**src/rtl/l2_pkg.sv**
```systemverilog
// rtl/l2_pkg.sv - widths, state encoding and datapath types for the vector sum-of-squares controller
package l2_pkg;

    localparam int DATA_W = 8;
    localparam int LEN_W  = 8;
    localparam int ACC_W  = 2 * DATA_W + LEN_W;

    typedef enum logic [1:0] {
        ST_IDLE  = 2'd0,
        ST_ACCUM = 2'd1,
        ST_DRAIN = 2'd2,
        ST_OUT   = 2'd3
    } state_e;

    typedef logic [DATA_W-1:0]   elem_t;
    typedef logic [LEN_W-1:0]    len_t;
    typedef logic [ACC_W-1:0]    acc_t;
    typedef logic [2*DATA_W-1:0] sq_t;

endpackage

```
**src/rtl/l2_sq_accum.sv**
```systemverilog
// rtl/l2_sq_accum.sv - element register, squarer and clearable accumulator
module l2_sq_accum
    import l2_pkg::*;
(
    input  logic  i_clk,
    input  logic  i_reset,
    input  logic  i_load,
    input  elem_t i_data,
    input  logic  i_clear,
    input  logic  i_acc_en,
    output acc_t  o_acc
);

    elem_t r_elem;
    acc_t  r_acc;
    sq_t   w_sq;

    assign w_sq = r_elem * r_elem;

    always_ff @(posedge i_clk) begin
        if (i_reset) begin
            r_elem <= '0;
        end else if (i_load) begin
            r_elem <= i_data;
        end
    end

    // Accumulator is wide enough for a full-length vector of max values, so no wrap guard.
    always_ff @(posedge i_clk) begin
        if (i_reset) begin
            r_acc <= '0;
        end else if (i_clear) begin
            r_acc <= '0;
        end else if (i_acc_en) begin
            r_acc <= r_acc + ACC_W'(w_sq);
        end
    end

    assign o_acc = r_acc;

endmodule

```
**src/rtl/l2_vector_ctrl.sv**
```systemverilog
// rtl/l2_vector_ctrl.sv - frames a byte stream into vectors and emits each vector's sum of squares
module l2_vector_ctrl
    import l2_pkg::*;
(
    input  logic  i_clk,
    input  logic  i_reset,
    input  logic  i_start,
    input  len_t  i_len,
    input  elem_t i_a,
    input  logic  i_valid_in,
    output logic  o_ready_in,
    output acc_t  o_f,
    output logic  o_valid_out,
    input  logic  i_ready_out,
    output logic  o_busy
);

    localparam len_t LEN_ONE = len_t'(1);

    state_e r_state;
    len_t   r_len;
    len_t   r_cnt;
    logic   r_mac_en;

    logic   w_accept;
    logic   w_last;
    logic   w_clear;
    acc_t   w_acc;

    assign o_ready_in  = (r_state == ST_ACCUM);
    assign o_valid_out = (r_state == ST_OUT);
    assign o_busy      = (r_state != ST_IDLE);
    assign o_f         = w_acc;

    assign w_accept = i_valid_in && o_ready_in;
    assign w_last   = (r_cnt == r_len - LEN_ONE);
    assign w_clear  = (r_state == ST_IDLE) && i_start;

    always_ff @(posedge i_clk) begin
        if (i_reset) begin
            r_state  <= ST_IDLE;
            r_len    <= '0;
            r_cnt    <= '0;
            r_mac_en <= 1'b0;
        end else begin
            // Square of an element is summed one edge after it is registered.
            r_mac_en <= w_accept;
            case (r_state)
                ST_IDLE: begin
                    if (i_start) begin
                        r_cnt <= '0;
                        if (i_len != '0) begin
                            r_len   <= i_len;
                            r_state <= ST_ACCUM;
                        end else begin
                            r_state <= ST_OUT;
                        end
                    end
                end
                ST_ACCUM: begin
                    if (w_accept) begin
                        r_cnt <= r_cnt + LEN_ONE;
                        if (w_last) begin
                            r_state <= ST_DRAIN;
                        end
                    end
                end
                ST_DRAIN: begin
                    r_state <= ST_OUT;
                end
                ST_OUT: begin
                    if (i_ready_out) begin
                        r_state <= ST_IDLE;
                    end
                end
                default: begin
                    r_state <= ST_IDLE;
                end
            endcase
        end
    end

    l2_sq_accum u_sq_accum (
        .i_clk    (i_clk),
        .i_reset  (i_reset),
        .i_load   (w_accept),
        .i_data   (i_a),
        .i_clear  (w_clear),
        .i_acc_en (r_mac_en),
        .o_acc    (w_acc)
    );

endmodule

```
**config.mk**
```make
export PLATFORM = sky130hd
export DESIGN_NAME = l2_vector_ctrl
export DESIGN_NICKNAME = d
export VERILOG_FILES = /design/src/rtl/l2_pkg.sv /design/src/rtl/l2_sq_accum.sv /design/src/rtl/l2_vector_ctrl.sv
export SDC_FILE = /design/constraint.sdc
export NUM_CORES = 1
export LEC_CHECK = 0
export ABC_AREA = 1
export BUFFER_PORTS_ARGS = -buffer_cell sky130_fd_sc_hd__buf_2
export CAP_MARGIN = 30
export CORE_MARGIN = 4
export CORE_UTILIZATION = 30
export CTS_BUF_LIST = sky130_fd_sc_hd__clkbuf_4 sky130_fd_sc_hd__clkbuf_8
export CTS_CLUSTER_SIZE = 10
export DETAILED_ROUTE_END_ITERATION = 10
export GPL_ROUTABILITY_DRIVEN = 0
export MAX_ROUTING_LAYER = met4
export SLEW_MARGIN = 20
export SYNTH_ARGS = -nofsm -noshare
export SYNTH_HDL_FRONTEND = slang
export SYNTH_SLANG_ARGS = --single-unit
```
**constraint.sdc**
```tcl
create_clock -name i_clk -period 4.44 [get_ports i_clk]
set_input_delay 0.444 -clock i_clk [delete_from_list [all_inputs] [get_ports i_clk]]
set_output_delay 0.444 -clock i_clk [all_outputs]
set_load 0.01 [all_outputs]
```
==> results.md, run 1 <==
* Run status: completed
* Largest family of logic cells by synthesized area: adder cells
* Sw frac at 45.11%
* Most common cell after layout, fill and taps aside: inv_1
* Gr ovfl total at 0
* Seq/Total Area, Yosys at 21.46%
* Vias in the first global route at 3,895
* Crit path largest cell delay at 0.54 ns
* Synth Net Count at 785
* Most used cell, CP: nand2_1
* Sequential Power Share at 35.2%
* Fin crit period at 4.113 ns
* RSZ-0062 raised after global routing: no
* Comb power frac at 46.7%
* Routed len/inst at 11.91 um
* Simple-gate share of the synthesized area at 22.80%
* Max Freq at 243.1 MHz
* Cell Area, Synth at 4757 um^2
* Dpl cells at 925
* Worst path required time at 4.70 ns
* Worst-Skew Late Latency at 0.34 ns
* Synth unique cells at 32
* Max Slew Vio Count at 0
* Met2 WL at 5164 um
* Clock Path Buffers at 2
* Max_cap viols at 0
* Sink Count at 51
* P_sw at 0.7609 mW
* CTS Buf Count at 5
* PortBufs at 47
* Rel. slew slack at 55.92%
* Post-synthesis register bit count at 51
* ANT cells at 0
* Final setup fails at 0
* Largest net degree at the start of global routing at 24
* Num rows at 45
* Share of cells above drive strength 1 at 12.33%
* Final wirelength at 11,110 um
* CTS tree: built
* Area Overhead vs Synth at 12.26%
* Initial Utilization at 30.95%
* Post-CTS Hold Fix Bufs at 0
* Multiplexer area fraction after synthesis at 0.2104%
* Post-Synth XOR/XNOR Area at 3.314%
* Vias at 4,086
* Vias per inst at 4.379
* DRT Pass-1 Iters at 4
* Max layer used: met4
* Most frequent cells in the layout: inv_1 (142), nand2_1 (129), nor2_1 (78), a21oi_1 (54), ha_1 (50)
* Crit-path cells: nand2_1, xor2_1, ha_1, fa_1, fa_1, inv_1, fa_1, inv_1, ha_1, a21oi_1, nand2_2, nand2_1, nand2_2, nand2_1, nand2_2, nand2_1, nand2_1, a21oi_1
* First-pass GRT wire length at 18,580 um
* DRC at 0
* H-Tree Depth at 2
* Setup crit end kind: register
* Main synth FF type: dfxtp_1
* Startpoint types: register
* Synthesis Warnings at 0
* # nets final at 829
* Worst path bufs/invs at 2
* DP HPWL at 9118 um
* Non-Filler Instances at 933
* Syn Area/Cell at 7.027 um^2
* DR iter-0 viols at 185
* Total negative setup slack at 0 ns
* Clk slew on worst S/H paths at 0.10 ns
* DR WL met3 at 283 um
* Initial antenna violation count at 0
* Compound-gate portion of the synthesized area at 10.63%
* Total global-route track usage at 13.28%
* M1 WL at 5529 um
* Core area at 15,370 um^2
* Critical path's top delay family: adder cells
* Area of the multi-input gates at 3128 um^2
* Int Pwr at 0.9259 mW
* Clock power frac at 18.1%
* Critical path's slowest cell: fa_1
* Fraction of registers with async set/reset at 0%
* I/O pin count at 48
* Pwr dens at 315.9 nW/um^2
* Final Skew at 0.01228 ns
* Post-DRT Antenna Nets at 0
* Register area at 1027 um^2
* LEAKAGE at 2.918 nW
* Period Utilization, post-route at 92.65%
* Worst Hold Class: input port to register
* DIE WIDTH at 133.9 um
* EDFF count, synth at 0
* CP max FO at 6
* WHS at 0.3494 ns
* Final hold vios at 0
* Adder-Cell Fraction of Synth Area at 28.72%
* CP arrival at 4.37 ns
* Worst-Margin Slew at 0.6571 ns
* Filler cells at 1,715
* Die area at 17,940 um^2
* CP Class: register to register
* Post-synthesis cell count at 677
* CTS root buf: clkbuf_8
* Die Ht at 133.9 um
* Worst vdd ir at 0.0001958 V
power groups by stage:
| stage | clock network (mW) | logic (mW) | registers [mW] |
|---|---|---|---|
| floorplan | 0 | 0.625 | 0.568 |
| global placement | 0 | 0.795 | 0.602 |
| detailed placement | 0 | 0.798 | 0.603 |
| CTS | 0.323 | 0.802 | 0.593 |
| global route | 0.343 | 0.918 | 0.604 |
| finish | 0.305 | 0.788 | 0.594 |
worst min-delay path, delay by kind of cell:
kind	cells	cell delay [ns]
AOI/OAI and AO/OA	1	0.07
and+or+nand+nor	1	0.07
buffers and inverters	1	0.07
path summary, 6_finish.rpt:
| kind | to | startpoint | slack [ns] | cells past startpoint |
|---|---|---|---|---|
| hold reg to reg | u_sq_accum.o_acc[1] | u_sq_accum.o_acc[1] | 0.49 | 2 |
| setup / recovery | u_sq_accum.o_acc[19] | u_sq_accum.r_elem[2] | 0.33 | 18 |
| setup reg to reg | u_sq_accum.o_acc[19] | u_sq_accum.r_elem[2] | 0.33 | 18 |
| hold / removal | u_sq_accum.r_elem[4] | i_a[4] | 0.35 | 3 |
cells in the mapped netlist, types with 2 or more instances:
library cell / instances / share of area, %
a21oi_1: 55 / 5.8
nand2_1: 129 / 10
xnor2_1: 6 / 1.1
nor2_1: 78 / 6.2
nor2_2: 4 / 0.53
nor4_1: 2 / 0.26
xor2_1: 12 / 2.2
inv_1: 142 / 11
ha_1: 50 / 13
nand3_1: 27 / 2.8
fa_1: 37 / 16
clkbuf_1: 13 / 1.0
o21ai_0: 34 / 3.6
dfxtp_1: 51 / 21
buf_2: 2 / 0.21
nand2_2: 8 / 1.1
or2_2: 3 / 0.39
o21bai_1: 2 / 0.32
inv_2: 3 / 0.24
nor3_1: 7 / 0.74
layout make-up:
type	count	area share, %
Sequential cell	51	19.24
Clock inverter	3	0.4452
Timing Repair Buffer	53	5.248
Multi-Input combinational cell	464	58.58
Inverter	146	10.26
Clock buffer	5	1.289
Tap cell	211	4.944
kinds of logic (layout without fill, tap and decap cells):
kind of cell               after synthesis  after routing
AOI/OAI and AO/OA                       96             96
muxes                                    1              1
DFF                                     51             51
xor gates and xnor gates                18             18
buffers and inverters                  162            207
and+or+nand+nor                        262            262
adders and majority gates               87             87
routing by layer:
layer  vias to the layer above  global-route usage (%)
li1                       2157                       -
met1                      1873                   18.01
met2                        50                   20.75
met3                         6                   2.026
met4                         0                   3.600
met5                         -                       -
what timing repair did:
action	4_1_cts	5_1_grt
endpoints found under the setup margin	0	12
resized for setup	0	6
buffers inserted	0	0
stage by stage:
stage               utilization, %  setup slack [ns]  instance area, um^2  total power, mW
finish                       34.74            0.3265                 5340            1.687
global route                 34.74         0.0001412                 5340            1.865
CTS                          34.68            0.2134                 5330            1.718
detailed placement           34.07            0.2313                 5238            1.401
global placement             34.07            0.2496                 5238            1.397
floorplan                        -            0.3671                 4757            1.193
sequential cells by signal, summed over array words and instances, names as in the netlist:
name / cells
r_state: 2
r_len: 8
u_sq_accum.o_acc: 24
u_sq_accum.r_elem: 8
r_cnt: 8
r_mac_en: 1
Power figures use the tool's default switching activity.
==> inputs of run 2 (changes only) <==
--- a/config.mk
+++ b/config.mk
@@ -8,6 +8,7 @@
 export ABC_AREA = 1
 export BUFFER_PORTS_ARGS = -buffer_cell sky130_fd_sc_hd__buf_2
 export CAP_MARGIN = 30
+export CORE_ASPECT_RATIO = 0.6
 export CORE_MARGIN = 4
 export CORE_UTILIZATION = 30
 export CTS_BUF_LIST = sky130_fd_sc_hd__clkbuf_4 sky130_fd_sc_hd__clkbuf_8
==> results.md, run 2 (same netlist as run 1, synthesis figures left out) <==
* Area Overhead vs Synth at 12.76%
* Postcts setup bufs at 0 (unchanged)
* Final wirelength at 11,510 um (+3.6%)
* # resized after CTS at 0 (unchanged)
* First-pass GRT wire length at 18,930 um (+1.9%)
* Vias in the first global route at 3,694 (-5.2%)
* Clock Path Buffers at 2 (unchanged)
* WHS at 0.3854 ns (+0.03598 ns)
* Initial Utilization at 30.77% (-0.18 points)
* LEAKAGE at 2.935 nW (+0.60%)
* Non-Filler Instances at 925 (-0.86%)
* ANT cells at 0 (unchanged)
* Reg2Reg Capture Point: u_sq_accum.o_acc[19]
* R2R Path Start: u_sq_accum.r_elem[5]
* CTS tree: built
* Vias at 4,132 (+1.1%)
* Post-CTS Hold Fix Bufs at 0 (unchanged)
* Largest net degree at the start of global routing at 24 (unchanged)
* DP HPWL at 9606 um (+5.4%)
* Pwr dens at 329.7 nW/um^2 (+4.4%)
* Worst-Margin Slew at 0.6828 ns (+0.02577 ns)
* Total power at 1.768 mW (+4.8%)
* Core area at 15,460 um^2 (+0.57%)
* Rel. slew slack at 54.43% (-1.5 points)
* DP Area at 5228 um^2 (-0.19%)
* Post-DRT Antenna Nets at 0 (unchanged)
* RSZ-0062 raised after global routing: no
* CTS root buf: clkbuf_8
* Final setup fails at 0 (unchanged)
* Design Area, Final at 5364 um^2 (+0.45%)
* Max Slew Vio Count at 0 (unchanged)
* Die Ht at 105.5 um (-21%)
* Worst setup path startpoint: u_sq_accum.r_elem[5]
* CP arrival at 4.43 ns (+0.06 ns)
* Max Freq at 239.3 MHz (-1.6%)
* Vias per inst at 4.467 (+2.0%)
* DIE WIDTH at 170.6 um (+27%)
* Worst Hold Class: input port to register
* Worst vdd ir at 0.0001256 V (-36%)
* Worst path required time at 4.69 ns (about the same)
* Most common cell after layout, fill and taps aside: inv_1
* CTS Buf Count at 5 (unchanged)
* I/O pin count at 48 (unchanged)
* Num rows at 35 (-22%)
* # nets final at 829 (unchanged)
* CP Class: register to register
* CP endpoint: u_sq_accum.o_acc[19]
* Final core occ at 34.70% (-0.043 points)
* Dpl cells at 917 (-0.86%)
* Setup crit end kind: register
* Gr ovfl total at 0 (unchanged)
* Final hold vios at 0 (unchanged)
* Setup ws final at 0.2606 ns (-0.06593 ns)
* R2R Setup Slk at 0.26 ns (-0.07 ns)
* DRT Pass-1 Iters at 7 (+3)
* Period Utilization, post-route at 94.13% (+1.5 points)
* DRC at 0 (unchanged)
* Routed len/inst at 12.44 um (+4.5%)
* PortBufs at 47 (unchanged)
* H-Tree Depth at 2 (unchanged)
* Clk slew on worst S/H paths at 0.11 ns (about the same)
* Sink Count at 51 (unchanged)
* Most frequent cells in the layout: inv_1 (142), nand2_1 (129), nor2_1 (78), a21oi_1 (55), ha_1 (50)
* Max_cap viols at 0 (unchanged)
* Worst-Skew Late Latency at 0.33 ns (about the same)
* Final Skew at 0.01481 ns (+0.002531 ns)
* DR iter-0 viols at 263 (+42%)
* Largest register FFs at 24 (unchanged)
* Pre-CTS setup slack at 0.1524 ns (-0.07899 ns)
* Reg2Reg Depth at 19 (+1)
* CP max FO at 7 (+1)
* Die area at 18,000 um^2 (+0.37%)
* Total global-route track usage at 13.43% (+0.16 points)
* Initial antenna violation count at 0 (unchanged)
* Run status: completed
* Total negative setup slack at 0 ns (unchanged)
* Share of cells above drive strength 1 at 12.60% (+0.28 points)
* Startpoint types: register
* Fin crit period at 4.179 ns (+0.06593 ns)
==> run 2: per-layer routing <==
metal,share of wire [%],global-route usage (%),vias up
li1,-,-,2157
met3,6.3,3.298,8
met1,58,22.36,1870
met4,0.68,2.108,0
met5,0,-,-
met2,35,15.76,97
==> run 2: how the worst min path moves through the flow <==
stage / slack, ns / cells past startpoint / end / start
after CTS: 0.37 / 2 / r_cnt[1] / i_reset
after global routing: 0.38 / 2 / r_cnt[1] / i_reset
final: 0.39 / 2 / r_cnt[1] / i_reset
after global placement: 0.48 / 2 / u_sq_accum.o_acc[0] / u_sq_accum.o_acc[0]
after detailed placement: 0.48 / 2 / u_sq_accum.o_acc[1] / u_sq_accum.o_acc[1]
after floorplan: 0.46 / 2 / r_len[1] / r_len[1]
==> run 2: area by class of cell <==
cell class,count,area [um^2]
fill,1647,10090
multi-input combinational,464,3124
tap,203,254.0
clock inverter,2,38.79
timing repair buffer,53,280.3
sequential,51,1036
inverter,146,548.0
clock buffer,6,82.58
==> run 2: worst max-delay path, stage by stage (launching register included) <==
cell and delay, ns:
dfxtp_2 0.43, nand2_1 0.07, inv_1 0.09, fa_1 0.46, fa_1 0.53, inv_1 0.05
fa_1 0.47, fa_1 0.54, inv_1 0.04, ha_1 0.34, nand2_1 0.08, o21ai_2 0.17
nand2_1 0.09, nand2_2 0.13, nand2_1 0.08, nand2_2 0.13, nand2_1 0.08, nand2_2 0.12
nand3_1 0.08, a21oi_1 0.14
==> run 2: power breakdown <==
| part | total [mW] | internal [mW] | leakage (nW) | switching [mW] |
|---|---|---|---|---|
| registers | 0.594 | 0.519 | 0.418 | 0.0755 |
| logic | 0.807 | 0.295 | 2.46 | 0.511 |
| clock network | 0.367 | 0.186 | 0.0618 | 0.181 |
==> inputs of run 3 (changes only) <==
==> constraint.sdc (replaced) <==
create_clock -name i_clk -period 4.83 [get_ports i_clk]
set_input_delay 1.2075 -clock i_clk [delete_from_list [all_inputs] [get_ports i_clk]]
set_output_delay 1.2075 -clock i_clk [all_outputs]
set_load 0.01 [all_outputs]
==> results.md, run 3 (same netlist as run 1, synthesis figures left out) <==
* Run status: completed
* Worst vdd ir at 0.0001295 V (+3.1%)
* DR iter-0 viols at 276 (+4.9%)
* R2R Path Start: u_sq_accum.r_elem[5]
* Largest register FFs at 24 (unchanged)
* CP max FO at 11 (+4)
* Vias per inst at 4.454 (-0.28%)
* WHS at 0.4901 ns (+0.1047 ns)
* Rel. slew slack at 52.28% (-2.1 points)
* CP Class: register to register
* Share of cells above drive strength 1 at 11.13% (-1.5 points)
* Max_cap viols at 0 (unchanged)
* I/O pin count at 48 (unchanged)
* First-pass GRT wire length at 18,850 um (-0.44%)
* # nets final at 826 (-0.36%)
* Most used cell, CP: nand2_1
* Critical path's slowest cell: dfxtp_1
* M1 WL at 6916 um (+4.0%)
* DP HPWL at 9731 um (+1.3%)
* DIE WIDTH at 170.6 um (unchanged)
* DRC at 0 (unchanged)
* Pwr dens at 301.7 nW/um^2 (-8.5%)
* Num rows at 35 (unchanged)
* Total global-route track usage at 13.34% (-0.090 points)
* DRT Pass-1 Iters at 5 (-2)
* Setup crit end kind: register
* Crit-path cells: nand2_1, inv_1, fa_1, fa_1, inv_1, fa_1, fa_1, inv_1, ha_1, nand2_1, o21ai_2, nand2_1, nand2_2, nand2_1, nand2_2, nand2_1, nand2_2, nand3_1, a21oi_1
* Most frequent cells in the layout: inv_1 (142), nand2_1 (129), nor2_1 (78), a21oi_1 (55), dfxtp_1 (51)
* Total negative setup slack at 0 ns (unchanged)
* Final hold vios at 0 (unchanged)
* Worst Hold Class: register to register
* CP arrival at 4.61 ns (+0.18 ns)
* Clk slew on worst S/H paths at 0.11 ns (about the same)
* Worst-Skew Late Latency at 0.32 ns (about the same)
* Area of the multi-input gates at 3124 um^2 (unchanged)
* Max Freq at 228.5 MHz (-4.5%)
* RSZ-0062 raised after global routing: no
* Die Ht at 105.5 um (unchanged)
* Filler cells at 1,672 (+1.5%)
* LEAKAGE at 2.911 nW (-0.81%)
* Sink Count at 51 (unchanged)
* Die area at 18,000 um^2 (unchanged)
* DR WL met3 at 509 um (-30%)
* ANT cells at 0 (unchanged)
* Hold Path Depth at 2 (unchanged)
* Crit path largest cell delay at 0.63 ns (+0.09 ns)
* Worst path required time at 5.07 ns (+0.38 ns)
* Startpoint types: register
* CTS tree: built
* Vias at 4,107 (-0.61%)
* Met2 WL at 4135 um (+2.2%)
* Max layer used: met4
* Final setup fails at 0 (unchanged)
* Period Utilization, post-route at 90.62% (-3.5 points)
* Reg2Reg Capture Point: u_sq_accum.o_acc[19]
* Gr ovfl total at 0 (unchanged)
* Postcts setup bufs at 0 (unchanged)
* Largest net degree at the start of global routing at 24 (unchanged)
* Worst-Margin Slew at 0.7150 ns (+0.03211 ns)
* Area Overhead vs Synth at 11.78%
* Final Skew at 0.01577 ns (+0.0009599 ns)
* # resized after CTS at 0 (unchanged)
* WHS Endpoint: u_sq_accum.o_acc[1]
* Routed len/inst at 12.62 um (+1.5%)
* Reg2Reg Depth at 19 (unchanged)
* Hold_sp: u_sq_accum.o_acc[1]
* R2R Setup Slk at 0.45 ns (+0.19 ns)
* Max Slew Vio Count at 0 (unchanged)
* CTS Buf Count at 5 (unchanged)
* Initial Utilization at 30.77% (unchanged)
* Final wirelength at 11,640 um (+1.2%)
* Initial antenna violation count at 0 (unchanged)
* Post-CTS Hold Fix Bufs at 0 (unchanged)
* PortBufs at 47 (unchanged)
* Vias in the first global route at 3,685 (-0.24%)
* Clock Path Buffers at 2 (unchanged)
* Register area at 1021 um^2 (-1.4%)
* CTS root buf: clkbuf_8
* Core area at 15,460 um^2 (unchanged)
* Fin crit period at 4.377 ns (+0.1977 ns)
* H-Tree Depth at 2 (unchanged)
* Post-DRT Antenna Nets at 0 (unchanged)
* Most common cell after layout, fill and taps aside: inv_1
run 3: cell types whose count changed in the layout (fill, tap and decap cells not counted):
cell,before,now
dfxtp_4,2,0
buf_4,6,3
clkinv_2,0,1
clkinv_4,0,1
dfxtp_1,43,51
clkbuf_8,6,5
dfxtp_2,6,0
inv_6,1,0
run 3: report_power, final:
part / switching [mW] / internal, mW
clock: 0.167 / 0.155
sequential: 0.0744 / 0.473
combinational: 0.470 / 0.266
run 3: worst max path at each step:
stage                              start                    to  cells after the start
floorplan           u_sq_accum.r_elem[5]  u_sq_accum.o_acc[21]                     20
global placement    u_sq_accum.r_elem[5]  u_sq_accum.o_acc[19]                     19
detailed placement  u_sq_accum.r_elem[5]  u_sq_accum.o_acc[19]                     20
CTS                 u_sq_accum.r_elem[5]  u_sq_accum.o_acc[19]                     19
global route        u_sq_accum.r_elem[5]  u_sq_accum.o_acc[19]                     19
finish              u_sq_accum.r_elem[5]  u_sq_accum.o_acc[19]                     19
run 3: cell type report:
| type | count | share of cell area [%] |
|---|---|---|
| multi-input cells | 464 | 58.75 |
| flip-flops and latches | 51 | 19.20 |
| inverters | 146 | 10.31 |
| repair buffers | 50 | 4.847 |
| well taps | 203 | 4.776 |
| clock buffers | 5 | 1.294 |
| clock inverters | 3 | 0.8235 |
run 3: routing by layer:
layer  global-route usage, %  up-vias
li1                        -     2150
met4                   1.937        0
met5                       -        -
met1                   22.83     1875
met3                   2.361        7
met2                   15.64       75
run 3: worst max-delay path: cells and delay by family, from the launching register on:
kind | cells | cell delay, ns
adder cells (fa/ha/maj) | 5 | 2.33
AO/OA/AOI/OAI | 2 | 0.32
buffers and inverters | 3 | 0.19
flip-flops | 1 | 0.63
AND/OR/NAND/NOR | 9 | 0.82
run 3: through the flow:
step / instances / power [mW] / setup WS, ns / instance area, um^2 / utilization (%)
6_report: 922 / 1.605 / 0.4529 / 5318 / 34.40
3_3_place_gp: 914 / 1.284 / 0.4654 / 5205 / 33.67
5_1_grt: 922 / 1.759 / 0.1224 / 5318 / 34.40
3_5_place_dp: 914 / 1.291 / 0.5022 / 5205 / 33.67
2_1_floorplan: 677 / 1.097 / 0.7571 / 4757 / -
4_1_cts: 922 / 1.620 / 0.4454 / 5318 / 34.40
